`src/rtl/prog_rom_pkg.sv`:
```
// Shared definitions for the program ROM: the default program image,
// the controller state encoding and the store depth.
package prog_rom_pkg;

  localparam int PROG_DEPTH  = 16;
  localparam int PROG_WORD_W = 8;

  typedef enum logic [1:0] {
    INIT  = 2'd0,
    RUN   = 2'd1,
    LOAD  = 2'd2,
    CHECK = 2'd3
  } ROM_STATE;

  // TD4 LED-blink program: OUT patterns sweep a lit pair across the LEDs,
  // then JMP 0. Unused tail entries are zero.
  localparam logic [PROG_WORD_W-1:0] DEFAULT_PROG [PROG_DEPTH] = '{
    8'hB3, 8'hB6, 8'hBC, 8'hB8, 8'hB8, 8'hBC, 8'hB6, 8'hB3,
    8'hB1, 8'hF0, 8'h00, 8'h00, 8'h00, 8'h00, 8'h00, 8'h00
  };

  // Looks up one word of the default program.
  function automatic logic [PROG_WORD_W-1:0] defaultWord(input logic [3:0] idx);
    return DEFAULT_PROG[idx];
  endfunction

endpackage

```
`src/rtl/prog_rom_store.sv`:
```
// Single-ported instruction store with synchronous write and a registered
// read. A cycle without a read enable returns zero on the next cycle, so
// the fetched word is a NOP whenever the controller is not running.
module prog_rom_store #(
  parameter int ADDR_W = 4,
  parameter int DATA_W = 8
) (
  input  logic              i_clk,
  input  logic              i_rst,
  input  logic              i_we,
  input  logic              i_re,
  input  logic [ADDR_W-1:0] i_addr,
  input  logic [DATA_W-1:0] i_wdata,
  output logic [DATA_W-1:0] o_rdata
);

  logic [DATA_W-1:0] r_mem [2**ADDR_W];
  logic [DATA_W-1:0] r_rdata;

  // Array write; contents are not reset, the controller rewrites them.
  always_ff @(posedge i_clk) begin
    if (i_we) begin
      r_mem[i_addr] <= i_wdata;
    end
  end

  // Registered read port, forced to zero when no read is requested.
  always_ff @(posedge i_clk) begin
    if (i_rst) begin
      r_rdata <= '0;
    end else if (i_re) begin
      r_rdata <= r_mem[i_addr];
    end else begin
      r_rdata <= '0;
    end
  end

  assign o_rdata = r_rdata;

endmodule

```
`src/rtl/prog_rom.sv`:
```
// Program-memory responder for the CPU fetch path. After reset it copies
// the default program into the store, then serves fetches with one cycle
// of latency. A byte-serial loader can replace the program at run time;
// hold stays high while the store is being written.
// Optional checksum verification of a load: define PROG_ROM_CHECKSUM_EN.
module prog_rom
  import prog_rom_pkg::*;
#(
  parameter int ADDR_W = 4,
  parameter int DATA_W = 8
) (
  input  logic              clk,
  input  logic              rst,
  input  logic [ADDR_W-1:0] addr,
  output logic [DATA_W-1:0] data,
  output logic              hold,
  input  logic              ld_start,
  input  logic              ld_valid,
  input  logic [DATA_W-1:0] ld_data,
  output logic              ld_ready,
  input  logic [DATA_W-1:0] ld_sum,
  output logic              ld_err
);

  ROM_STATE          r_state;
  ROM_STATE          w_stateNext;
  logic [ADDR_W-1:0] r_ptr;
  logic [ADDR_W-1:0] w_ptrNext;
  logic              w_we;
  logic              w_re;
  logic [DATA_W-1:0] w_wdata;
  logic [ADDR_W-1:0] w_memAddr;

`ifdef PROG_ROM_CHECKSUM_EN
  logic [DATA_W-1:0] r_sum;
  logic [DATA_W-1:0] w_sumNext;
  logic              r_err;
  logic              w_errNext;
`endif

  // State, pointer and checksum registers.
  always_ff @(posedge clk) begin
    if (rst) begin
      r_state <= INIT;
      r_ptr   <= '0;
`ifdef PROG_ROM_CHECKSUM_EN
      r_sum   <= '0;
      r_err   <= 1'b0;
`endif
    end else begin
      r_state <= w_stateNext;
      r_ptr   <= w_ptrNext;
`ifdef PROG_ROM_CHECKSUM_EN
      r_sum   <= w_sumNext;
      r_err   <= w_errNext;
`endif
    end
  end

  // Next-state logic and store control; the store is only read in RUN,
  // and never in the cycle a load is requested, so fetched data is zero
  // whenever hold is high.
  always_comb begin
    w_stateNext = r_state;
    w_ptrNext   = r_ptr;
    w_we        = 1'b0;
    w_re        = 1'b0;
    w_wdata     = ld_data;
    hold        = 1'b1;
    ld_ready    = 1'b0;
`ifdef PROG_ROM_CHECKSUM_EN
    w_sumNext   = r_sum;
    w_errNext   = r_err;
`endif
    case (r_state)
      INIT: begin
        w_we      = 1'b1;
        w_wdata   = DATA_W'(defaultWord(4'(r_ptr)));
        w_ptrNext = r_ptr + 1'b1;
        if (&r_ptr) begin
          w_stateNext = RUN;
        end
      end
      RUN: begin
        hold = 1'b0;
        if (ld_start) begin
          w_stateNext = LOAD;
          w_ptrNext   = '0;
`ifdef PROG_ROM_CHECKSUM_EN
          w_sumNext   = '0;
          w_errNext   = 1'b0;
`endif
        end else begin
          w_re = 1'b1;
        end
      end
      LOAD: begin
        ld_ready = 1'b1;
        if (ld_start) begin
          w_ptrNext = '0;
`ifdef PROG_ROM_CHECKSUM_EN
          w_sumNext = '0;
          w_errNext = 1'b0;
`endif
        end else if (ld_valid) begin
          w_we      = 1'b1;
          w_ptrNext = r_ptr + 1'b1;
`ifdef PROG_ROM_CHECKSUM_EN
          w_sumNext = r_sum + ld_data;
          if (&r_ptr) begin
            w_stateNext = CHECK;
          end
`else
          if (&r_ptr) begin
            w_stateNext = RUN;
          end
`endif
        end
      end
`ifdef PROG_ROM_CHECKSUM_EN
      CHECK: begin
        w_ptrNext = '0;
        if (r_sum == ld_sum) begin
          w_stateNext = RUN;
        end else begin
          w_errNext   = 1'b1;
          w_stateNext = INIT;
        end
      end
`endif
      default: begin
        w_stateNext = INIT;
        w_ptrNext   = '0;
      end
    endcase
  end

  assign w_memAddr = w_we ? r_ptr : addr;

`ifdef PROG_ROM_CHECKSUM_EN
  assign ld_err = r_err;
`else
  logic w_unusedSum;
  assign w_unusedSum = ^ld_sum;
  assign ld_err      = 1'b0;
`endif

  prog_rom_store #(
    .ADDR_W(ADDR_W),
    .DATA_W(DATA_W)
  ) u_store (
    .i_clk  (clk),
    .i_rst  (rst),
    .i_we   (w_we),
    .i_re   (w_re),
    .i_addr (w_memAddr),
    .i_wdata(w_wdata),
    .o_rdata(data)
  );

endmodule
```
`config.mk`:
```
export PLATFORM = sky130hd
export DESIGN_NAME = prog_rom
export DESIGN_NICKNAME = d
export VERILOG_FILES = /design/src/rtl/prog_rom_pkg.sv /design/src/rtl/prog_rom_store.sv /design/src/rtl/prog_rom.sv
export SDC_FILE = /design/constraint.sdc
export NUM_CORES = 1
export LEC_CHECK = 0
export BUFFER_PORTS_ARGS = -buffer_cell sky130_fd_sc_hd__buf_2
export CAP_MARGIN = 20
export CORE_MARGIN = 3
export CORE_UTILIZATION = 45
export DETAILED_ROUTE_END_ITERATION = 10
export PLACE_DENSITY = 0.64
export SYNTH_ARGS = -nofsm -noshare
export SYNTH_HDL_FRONTEND = slang
export SYNTH_SLANG_ARGS = --single-unit
```
`constraint.sdc`:
```
create_clock -name clk -period 2.4 [get_ports clk]
set_input_delay 0.12 -clock clk [delete_from_list [all_inputs] [get_ports clk]]
set_output_delay 0.12 -clock clk [all_outputs]
set_load 0.02 [all_outputs]
```
# After elaboration in Yosys (flattened, before gate mapping)

Memories as Yosys holds them, arrays and structs flattened. A register that Yosys moved wholly into a read port is not among the register bits.
Index checks and enable logic that the tools add are counted.
W data, S select, Z words.

Memory bits (writable): 128
Logic and storage cells: 41
Output and inout bits: 11
Memories: 2
ROM bits: 128
Input bits: 24
Bits in registers: 6

Reductions and logical operators: 5
Order comparisons: 1
Equal/unequal tests: 6
Bitwise logic cells: 2
$add $sub $neg: 1
Multiplexer cells: 22

Memory list:

| name             | depth | width | read ports | clocked after memory_dff | write ports | RTL line             | text |
|---|---|---|---|---|---|---|---|
| (name not given) | 16    | 8     | 1          | 0                        | 0           | prog_rom_pkg.sv:24   | `return DEFAULT_PROG[idx];` |
| u_store.r_mem    | 16    | 8     | 1          | 1                        | 1           | prog_rom_store.sv:17 | `logic [DATA_W-1:0] r_mem [2**ADDR_W];` |

Operator list:

| cell                  | count |
|---|---|
| $mux W8               | 3 |
| $mux W4               | 4 |
| $pmux W4 S3           | 1 |
| $mux W1               | 8 |
| $mux W2               | 4 |
| $ne A2 B2 Y1 const B  | 3 |
| $pmux W2 S3           | 1 |
| $ge A5 B5 Y1 const B  | 1 |
| $not A4 Y5            | 1 |
| $add A4 B1 Y4 const B | 1 |
| $reduce_and A4 Y1     | 1 |
| $ne A3 B3 Y1 const B  | 1 |
| $reduce_and A3 Y1     | 1 |
| $eq A2 B1 Y1 const B  | 1 |
| $eq A2 B2 Y1 const B  | 1 |
| $logic_not A2 Y1      | 1 |
| $pmux W1 S2           | 1 |
| $reduce_and A2 Y1     | 1 |
| $reduce_or A2 Y1      | 1 |
| $not A1 Y1            | 1 |

# Logic depth before layout (Yosys ltp)

Gate-level depths: netlist of the first run.

Depth after elaboration: 5
Mapped depth: 9
Depth with buffers taken out: 6

# By module

A second synthesis of the first run with hierarchy kept.

Cell total of the unflattened synthesis: 364
Area total of the unflattened synthesis: 5963.2 um^2

Modules (own cells, without submodules):

| module         | area an instance (um^2) | sequential area each (um^2) | cells an instance | instances |
|---|---|---|---|---|
| prog_rom_store | 5340.1                  | 4003.8                      | 287               | 1 |
| prog_rom       | 623.1                   | 120.1                       | 77                | 1 |

# Worst setup path before layout of the first run

OpenSTA, ideal clock, no wires.

Path kind: input port to flip-flop
Start point: in ld_start
End point: mem u_store.r_mem[4][0], enable pin
Path buffers: 2
Library setup time: 0.395 ns
Data required time: 2.005 ns
Data arrival time: 1.775 ns
Slack: 0.230 ns
Stages: 6
Cells stage by stage: buf_6 -> nand2b_4 -> a21o_1 -> buf_4 -> mux2i_2 -> nor4_1

Word-level cells in the longest chain between the ends: 4
Elaborated cells on any way between the ends: 5
Classes of those cells: 5 x mux

Ends and longest elaborated chain:

| item                          | RTL line             | text |
|---|---|---|
| from (decl)                   | prog_rom.sv:17       | `input logic ld_start,` |
| $mux W1 *                     | prog_rom.sv:99       | `if (ld_start) begin` |
| $pmux W1 S2 *                 | prog_rom.sv:75       | `case (r_state)` |
| $mux W1                       | prog_rom_store.sv:22 | `if (i_we) begin` |
| $mux W1 (implied by the code) | prog_rom_store.sv:23 | `r_mem[i_addr] <= i_wdata;` |
| to (decl)                     | prog_rom_store.sv:17 |  |

Mark *: on every way between the ends. The rest lies on a longest branch, timed or not.

# Worst setup path in the final report of the first run

Start point: reg r_state[0]
End point: reg u_store.r_rdata[7] (netlist: u_store.o_rdata[7]) (read register of u_store.r_mem)

Word-level cells in the longest chain between the ends: 4
Elaborated cells on any way between the ends: 8
Classes of those cells: 2 x eq/ne; 3 x mux; 1 x bitwise; 2 x reduce/logical

Ends and longest elaborated chain:

| item                              | RTL line             | text |
|---|---|---|
| from (decl)                       | prog_rom.sv:25       | `ROM_STATE r_state;` |
| from (signal assigned)            | prog_rom.sv:51       | `r_state <= w_stateNext;` |
| $eq A2 B1 Y1                      | prog_rom.sv:75       |  |
| $mux W1                           | prog_rom.sv:75       |  |
| $not A1 Y1 (no source line)       | --                   |  |
| $reduce_or A2 Y1 (no source line) | --                   |  |
| to (decl)                         | prog_rom_store.sv:18 | `logic [DATA_W-1:0] r_rdata;` |

Parallel ways exist; a longest one is shown, timed or not.
A chain may end at the register's enable or synchronous reset.

==> results of run 1 <==
## worst min-delay path: cells and delay by family
| kind | cells | cell delay [ns] |
|---|---|---|
| buffers and inverters | 1 | 0.15 |
| AND/OR/NAND/NOR | 2 | 0.13 |
| AO/OA/AOI/OAI | 2 | 0.14 |
## flip-flops by register name, indices dropped and copies added (netlist names)
register         flops
u_store.o_rdata      8
u_store.r_mem      128
r_state              2
r_ptr                4
## where the power goes
| group | switching, µW | total, µW | internal (µW) |
|---|---|---|---|
| registers | 18.6 | 2830 | 2810 |
| clock network | 895 | 2520 | 1620 |
| logic | 327 | 561 | 234 |
| total | 1240 | 5910 | 4670 |
## placed cells by master (no fill, tap or decap), types with 2 or more instances in the layout
master and count:
a211oi_1 2, a21o_1 2, a21oi_1 5, a22oi_1 24
a41oi_1 7, buf_12 2, buf_2 26, buf_4 26
bufinv_16 2, clkbuf_1 3, clkbuf_16 17, clkbuf_8 4
clkinv_1 3, clkinv_2 3, dfxtp_1 14, edfxtp_1 128
ha_1 5, inv_1 5, mux2_1 5, mux2_2 44
mux2i_1 16, mux2i_2 2, mux2i_4 2, nand2_1 15
nand2b_1 4, nand3_1 4, nand3b_1 4, nor2_1 30
nor2_2 3, nor3_1 3, nor4_1 3, o21a_1 3
o22a_1 8, o31ai_2 2, or3_1 2, xnor2_1 2
## layer usage
| layer | vias up | routed length (µm) |
|---|---|---|
| met1 | 1706 | 5510 |
| li1 | 1577 | - |
| met3 | 18 | 463 |
| met5 | - | 0 |
| met4 | 0 | 287 |
| met2 | 71 | 5950 |
## stage by stage
step	std cells	worst slack [ns]	area, µm²	hold WS (ns)
after floorplan	375	0.230	5940	0.192
after global placement	583	0.204	6430	0.355
after detailed placement	584	0.223	6430	0.351
after CTS	617	0.225	7020	0.155
after global routing	617	0.0825	7020	0.194
final	617	0.196	7020	0.182
## logic make-up (layout without fill, tap and decap cells)
logic type | after synthesis | in the layout | synth area share (%)
mux | 70 | 70 | 13.2
buf+inv | 22 | 92 | 2.17
fa+ha+maj | 5 | 5 | 1.05
flops | 142 | 142 | 69.4
compound gates | 60 | 60 | 7.86
other cells | 1 | 1 | 0.0631
simple gates | 72 | 72 | 5.75
xor+xnor | 3 | 3 | 0.442
## layout make-up
class	count	area (µm²)
well taps	172	215
multi-input cells	211	1710
clock buffers	24	492
repair buffers	55	375
inverters	5	18.8
flip-flops and latches	142	4120
clock inverters	8	86.3
fillers	1016	5750
## what timing repair did
action	in CTS	in global routing
buffers inserted	0	0
endpoints found under the hold margin	3	0
hold buffers	1	0
## final timing paths
check	start	endpoint	slack, ns	cells after the start
setup / recovery	r_state[0]$_SDFFE_PP0P_	u_store.o_rdata[7]$_SDFF_PP0_	0.20	7
hold / removal	ld_valid	r_ptr[1]$_SDFFE_PP0P_	0.18	5
setup reg to reg	r_state[0]$_SDFFE_PP0P_	u_store.o_rdata[7]$_SDFF_PP0_	0.20	7
hold reg to reg	u_store.r_mem[3][1]$_DFFE_PP_	u_store.o_rdata[1]$_SDFF_PP0_	0.69	3
==> results.py, run 1 <==
metrics = {
    "layout": {
        "final_nets": 461,
        "drive_gt1_share_pct": 30.8,
        "syn2layout_area_growth_pct": 18.2,
        "postLayoutCoreUtil_pct": 55.0,
        "antennaDiodeCount": 0,
    },
    "clock_network": {
        "clockBufferDepth": 2,
        "clkTransAtPathRegs_ns": 0.05,
        "cts_root_buf": "clkbuf_16",
        "cts_tree": "built",
        "clock_latency_ns": 0.41,
        "cts.sinks": 142,
        "cts_resized": 0,
        "cts_buffers": 17,
        "htreeDepth": 4,
    },
    "route": {
        "postRouteAntennaNets": 0,
        "via_count": 3372,
        "drtIter0Drc": 170,
        "drc": 0,
        "wirelength_um": 12200,
        "vias_per_cell": 5.47,
        "wl_per_cell_um": 19.8,
        "firstDrtPassIters": 4,
    },
    "critical_path": {
        "start_kind": "flop",
        "critical-path-max-stage-delay_ns": 0.37,
        "cp_cell_sequence": "a21o_1 > mux2i_4 > buf_12 > buf_4 > mux2_2 > a22oi_1 > a41oi_1",
        "end_kind": "flop",
        "required_ns": 2.65,
        "crit_fanout": 34,
        "slowest_stage": "dfxtp_1",
        "path_class": "reg -> reg",
        "worstPathArrival_ns": 2.46,
        "path_delay_family": "multiplexers",
        "crit_buf_inv": 2,
    },
    "place": {
        "routabilityCongestion": 0.866,
        "dp_hpwl_um": 8160,
        "portBuffers": 25,
    },
    "yosys": {
        "netlist_instances": 375,
        "syn_area_per_cell_um2": 15.8,
        "synth_top_area_share_pct": 64.7,
        "synth_common_cells": "edfxtp_1 (128), mux2_2 (44), nor2_1 (30)",
        "ys_warn_count": 0,
        "synth_flop_cell": "edfxtp_1",
        "yosys-top-cells-area": "edfxtp_1 (65%), mux2_2 (8.3%), dfxtp_1 (4.7%)",
        "synth_area_um2": 5940,
        "post-synth-top-count-cell": "edfxtp_1",
        "ys_ff_latch": 142,
        "async_flop_share_pct": 0,
        "syn_nets": 404,
        "synthDistinctLibCells": 46,
        "synth-edff-count": 128,
        "synth_top_cell_by_area": "edfxtp_1",
        "ys_seq_area_share_pct": 69.4,
    },
    "floorplanning": {
        "die-area_um2": 14600,
        "start_util_pct": 46.5,
        "num_rows": 41,
        "core_area_um2": 12800,
        "ios": 35,
        "fp.dieW_um": 121,
        "fp.dieH_um": 121,
    },
    "sta": {
        "slew_violations": 0,
        "rsz0062_at_grt": "no",
        "fin_setup_tns_ns": 0,
        "finalCritPeriodShare_pct": 91.8,
        "worst_pin_slew_ns": 0.846,
        "fmax_ghz": 0.454,
        "maxSlewHeadroom_pct": 43.4,
        "min_period_ns": 2.20,
        "setup_viol": 0,
        "clock_skew_ns": 0.00594,
        "hold_violations": 0,
    },
    "power": {
        "powerDensity_nw_per_um2": 841,
        "peakVddDrop_v": 0.000571,
        "power_uw": 5910,
        "power.leakage_uw": 0.00239,
    },
    "worst_hold_path": {
        "hold_path_class": "in -> reg",
    },
    "global_routing": {
        "use_met3_pct": 4.57,
        "grt_pass1_vias": 3512,
        "antenna_found_initial": 0,
        "grt_remaining_overflow": 0,
        "use_met1_pct": 23.4,
        "grt_max_degree": 35,
        "grt_usage_pct": 17.9,
        "grtUsageMet2_pct": 28.8,
        "top_usage_layer": "met2",
        "grt_first_pass_wirelength_um": 19300,
    },
    "run_status": {
        "status": "finished, final reports clean",
    },
    "run": {
        "maxCapViolCount": 0,
    },
}
Note: power is estimated with default switching activity, not from simulation.
==> run 2: changes to the inputs <==
REMOVE_ABC_BUFFERS = 1   (was not set)
==> run 2 against run 1 <==
Net effect:
- design area fell by 0.75%
- die area did not move
- wire length rose by 0.20%
- count of clock-buffer cells in the layout fell by 4
- largest cell class unchanged
- utilization fell by 0.41 points
- register-to-register slack got worse by 0.03 ns
- largest power group unchanged
- critical path type unchanged
- clock power fell by 6%
- fmax fell by 1.2%
- highest routed layer unchanged
- power fell by 3.0%
==> results.py, run 2 (synthesis gave the netlist of run 1 again) <==
metrics = {
    "sta": {
        "finalCritPeriodShare_pct": 92.9,
        "clock_skew_ns": 0.00598,
        "min_period_ns": 2.23,
        "worst_slack_ns": 0.170,
        "hold_violations": 0,
        "fmax_ghz": 0.448,
        "slew_violations": 0,
        "setup_viol": 0,
        "maxSlewHeadroom_pct": 38.9,
        "worst_pin_slew_ns": 0.913,
        "fin_setup_tns_ns": 0,
        "rsz0062_at_grt": "no",
    },
    "run_status": {
        "status": "finished, final reports clean",
    },
    "route": {
        "postRouteAntennaNets": 0,
        "drtIter0Drc": 340,
        "wirelength_um": 12200,
        "met1_length_um": 5700,
        "drc": 0,
        "wl_met2_um": 5770,
        "firstDrtPassIters": 4,
        "top_layer_used": "met4",
        "wl_per_cell_um": 19.9,
        "wl_met3_um": 602,
        "via_count": 3357,
        "vias_per_cell": 5.46,
    },
    "global_routing": {
        "grt_remaining_overflow": 0,
        "grt_pass1_vias": 3370,
        "grt_max_degree": 44,
        "antenna_found_initial": 0,
        "grt_usage_pct": 18.0,
        "grt_first_pass_wirelength_um": 19100,
    },
    "clock_network": {
        "postCtsSetupBuffers": 0,
        "clockBufferDepth": 2,
        "cts_tree": "built",
        "clkTransAtPathRegs_ns": 0.06,
        "cts_buffers": 17,
        "cts_root_buf": "clkbuf_16",
        "clock_latency_ns": 0.42,
        "cts_hold_buffers": 1,
        "cts.sinks": 142,
        "htreeDepth": 4,
        "cts_resized": 0,
    },
    "layout": {
        "drive_gt1_share_pct": 30.9,
        "final_nets": 459,
        "regArea_um2": 4120,
        "multi_input_area_um2": 1720,
        "final_common_cell": "edfxtp_1",
        "syn2layout_area_growth_pct": 17.3,
        "finalNonFillerCells": 615,
        "largest_register_ffs": 128,
        "final_cell_mix": "edfxtp_1 (128), mux2_2 (44), nor2_1 (30), buf_2 (26)",
        "fillers": 1019,
        "regMostFlops": "u_store.r_mem",
        "antennaDiodeCount": 0,
    },
    "critical_path": {
        "required_ns": 2.68,
        "start_kind": "flop",
        "rrSetupSlack_ns": 0.17,
        "end_kind": "flop",
        "crit_fanout": 22,
        "path_class": "reg -> reg",
        "worstPathArrival_ns": 2.51,
    },
    "floorplanning": {
        "fp.dieW_um": 121,
        "num_rows": 41,
        "fp.dieH_um": 121,
        "core_area_um2": 12800,
        "ios": 35,
        "die-area_um2": 14600,
        "start_util_pct": 46.5,
    },
    "place": {
        "portBuffers": 25,
        "placed_cells": 581,
        "dp_slack_ns": 0.166,
        "routabilityCongestion": 0.819,
        "dp_hpwl_um": 7900,
    },
    "run": {
        "maxCapViolCount": 0,
    },
    "power": {
        "power.leakage_uw": 0.00235,
        "powerDensity_nw_per_um2": 822,
        "peakVddDrop_v": 0.000417,
    },
    "worst_hold_path": {
        "hold_path_class": "in -> reg",
    },
}
run 2: changes by cell type in the layout (fill, tap and decap cells not counted), moves of 2 or more:
| cell | delta |
|---|---|
| clkbuf_8 | -4 |
| clkinv_4 | +2 |
| buf_4 | -2 |
| clkinvlp_4 | +3 |
run 2: critical path, cell delays in order (launching register included):
cell and delay [ns]:
dfxtp_1 0.39, a21o_1 0.25, mux2i_4 0.30, buf_4 0.36, mux2_2 0.38, a22oi_1 0.24, a41oi_2 0.16
run 2: power breakdown:
group | total [µW] | switching (µW) | leakage [µW] | internal [µW]
clock | 2360 | 949 | 0.000255 | 1410
combinational | 549 | 327 | 0.000879 | 222
sequential | 2830 | 16.7 | 0.00121 | 2810
run 2: metal layers:
| layer | vias to the layer above | GRT usage (%) |
|---|---|---|
| met5 | - | 0 |
| li1 | 1578 | - |
| met4 | 0 | 5.95 |
| met2 | 89 | 27.7 |
| met3 | 13 | 4.90 |
| met1 | 1677 | 24.8 |
run 2: final cells by class:
cell class	count	share of cell area, %
repair buffers	53	5.17
well taps	172	3.09
clock inverters	12	1.40
inverters	5	0.269
flip-flops and latches	142	59.2
clock buffers	20	6.27
multi-input cells	211	24.6
run 2: stage by stage:
stage / total power (µW) / cell area [µm²] / utilization (%) / hold WS, ns
3_5_place_dp: 3430 / 6420 / 50.3 / 0.349
5_1_grt: 5940 / 6970 / 54.6 / 0.188
6_report: 5730 / 6970 / 54.6 / 0.163
4_1_cts: 5780 / 6960 / 54.5 / 0.144
3_3_place_gp: 3420 / 6420 / 50.3 / 0.348
2_1_floorplan: 3250 / 5830 / - / 0.192
run 2: worst paths after layout:
path                                    to  depth (start not counted)               startpoint
min reg2reg          r_ptr[0]$_SDFFE_PP0P_                          2    r_ptr[0]$_SDFFE_PP0P_
min                  r_ptr[1]$_SDFFE_PP0P_                          5                 ld_valid
max          u_store.o_rdata[0]$_SDFF_PP0_                          6  r_state[1]$_SDFFE_PP0P_
max reg2reg  u_store.o_rdata[0]$_SDFF_PP0_                          6  r_state[1]$_SDFFE_PP0P_
==> run 3: changes to the inputs <==
BUFFER_PORTS_ARGS = -buffer_cell sky130_fd_sc_hd__buf_4   (was -buffer_cell sky130_fd_sc_hd__buf_2)
==> run 3 against run 2 <==
Net effect:
- utilization up 0.93 points
- wire length up 1.9%
- via count down 0.30%
- hold slack worse by 0.065 ns
- critical path depth unchanged
- clock skew up 0.0019 ns
- combinational power up 0.9%
- flip-flop and latch count unchanged
- count of clock-buffer cells in the layout unchanged
- sequential power about the same
- design area up 1.7%
- final cell count up 0.49%
- critical path type unchanged
- highest routed layer unchanged
==> results.py, run 3 (synthesis gave the netlist of run 1 again) <==
metrics = {
    "run_status": {
        "status": "finished, final reports clean",
    },
    "clock_network": {
        "clockBufferDepth": 2,
        "htreeDepth": 4,
        "clkTransAtPathRegs_ns": 0.06,
        "postCtsSetupBuffers": 0,
        "cts_root_buf": "clkbuf_16",
        "cts_buffers": 17,
        "cts.sinks": 142,
        "clock_latency_ns": 0.41,
        "cts_resized": 0,
        "cts_tree": "built",
    },
    "sta": {
        "worst_pin_slew_ns": 0.908,
        "min_period_ns": 2.24,
        "hold_violations": 0,
        "rsz0062_at_grt": "no",
        "fin_hold_ws_ns": 0.0986,
        "finalCritPeriodShare_pct": 93.3,
        "slew_violations": 0,
        "setup_viol": 0,
        "maxSlewHeadroom_pct": 39.2,
        "fmax_ghz": 0.447,
        "clock_skew_ns": 0.00791,
    },
    "worst_hold_path": {
        "min_path_cells": 3,
        "hold_path_class": "in -> reg",
        "whs_endpoint": "r_state[0]$_SDFFE_PP0P_",
        "min_from": "ld_start",
    },
    "route": {
        "wl_met2_um": 6040,
        "wl_met3_um": 823,
        "vias_per_cell": 5.42,
        "via_count": 3347,
        "drc": 0,
        "top_layer_used": "met4",
        "firstDrtPassIters": 4,
        "wl_per_cell_um": 20.2,
        "drtIter0Drc": 237,
        "met1_length_um": 5400,
        "postRouteAntennaNets": 0,
        "wirelength_um": 12500,
    },
    "place": {
        "dp_hpwl_um": 8210,
        "placed_cells": 585,
        "placed_area_um2": 6500,
        "routabilityCongestion": 0.800,
        "portBuffers": 25,
    },
    "power": {
        "peakVddDrop_v": 0.000526,
        "power.leakage_uw": 0.00240,
        "powerDensity_nw_per_um2": 840,
    },
    "layout": {
        "syn2layout_area_growth_pct": 19.3,
        "final_common_cell": "edfxtp_1",
        "regMostFlops": "u_store.r_mem",
        "final_area_um2": 7090,
        "antennaDiodeCount": 0,
        "largest_register_ffs": 128,
        "postLayoutCoreUtil_pct": 55.5,
        "drive_gt1_share_pct": 31.2,
        "final_nets": 462,
        "final_cell_mix": "edfxtp_1 (128), buf_4 (54), mux2_2 (44), nor2_1 (30), a22oi_1 (24)",
        "fillers": 1035,
        "finalNonFillerCells": 618,
    },
    "critical_path": {
        "rrSetupSlack_ns": 0.16,
        "start_kind": "flop",
        "worstReg2RegEnd": "u_store.o_rdata[1]$_SDFF_PP0_",
        "crit_fanout": 45,
        "r2r-start": "r_state[1]$_SDFFE_PP0P_",
        "end_kind": "flop",
        "worstPathArrival_ns": 2.51,
        "reg2reg_depth": 6,
        "path_class": "reg -> reg",
        "required_ns": 2.68,
    },
    "global_routing": {
        "antenna_found_initial": 0,
        "grt_pass1_vias": 3450,
        "grt_max_degree": 46,
        "grt_remaining_overflow": 0,
        "grt_usage_pct": 18.3,
        "grt_first_pass_wirelength_um": 19400,
    },
    "floorplanning": {
        "start_util_pct": 46.5,
        "core_area_um2": 12800,
        "fp.dieW_um": 121,
        "ios": 35,
        "fp.dieH_um": 121,
        "die-area_um2": 14600,
        "num_rows": 41,
    },
    "run": {
        "maxCapViolCount": 0,
    },
}
-- run 3: cell count changes in the layout (fill, tap and decap cells not counted), moves of 2 or more --
cell,before,now
buf_4,24,54
buf_2,26,0
bufinv_16,1,3
clkinv_4,2,0
clkinvlp_4,3,1
inv_6,0,2
-- run 3: worst max-delay path, cell delays in order, from the launching register on --
cell     delay [ns]
dfxtp_1        0.39
a21o_1         0.27
mux2i_4        0.30
buf_12         0.28
mux2_2         0.37
a22oi_1        0.32
a41oi_1        0.16
-- run 3: final cells by class --
class                           count  area, µm²  area share (%)
Tap cell                          172        215            3.04
Clock inverter                     12        141            1.99
Clock buffer                       20        437            6.16
Sequential cell                   142       4120            58.2
Multi-Input combinational cell    211       1720            24.2
Timing Repair Buffer               56        435            6.14
Inverter                            5       18.8           0.265
-- run 3: how the worst max path moves through the flow --
stage / startpoint / to
floorplan: r_state[0]$_SDFFE_PP0P_ / u_store.r_mem[8][0]$_DFFE_PP_
global placement: ld_start / u_store.r_mem[13][0]$_DFFE_PP_
detailed placement: ld_start / u_store.o_rdata[1]$_SDFF_PP0_
CTS: r_state[1]$_SDFFE_PP0P_ / u_store.o_rdata[1]$_SDFF_PP0_
global route: r_state[1]$_SDFFE_PP0P_ / u_store.o_rdata[1]$_SDFF_PP0_
finish: r_state[1]$_SDFFE_PP0P_ / u_store.o_rdata[1]$_SDFF_PP0_
-- run 3: timing repair --
action / in CTS / in global routing
hold endpoints to repair: 3 / 0
setup endpoints to repair: 0 / 0
hold buffers: 1 / 0
-- run 3: power breakdown --
| part | switching, µW | total, µW | internal [µW] |
|---|---|---|---|
| clock | 950 | 2570 | 1620 |
| sequential | 21.9 | 2830 | 2810 |
| combinational | 321 | 554 | 233 |
-- run 3: stage by stage --
step | TNS (ns) | worst slack, ns | power, µW
final | 0 | 0.162 | 5960
after global routing | 0 | 0.0138 | 6160
after CTS | 0 | 0.153 | 6000
after detailed placement | 0 | 0.158 | 3440
after global placement | 0 | 0.134 | 3430
after floorplan | -81.10 | -3.44 | 3250
-- run 3: layer usage --
metal / vias up / GRT usage [%]
met1: 1671 / 24.0
met2: 82 / 29.6
met3: 13 / 4.71
met5: - / 0
met4: 0 / 6.44
li1: 1581 / -
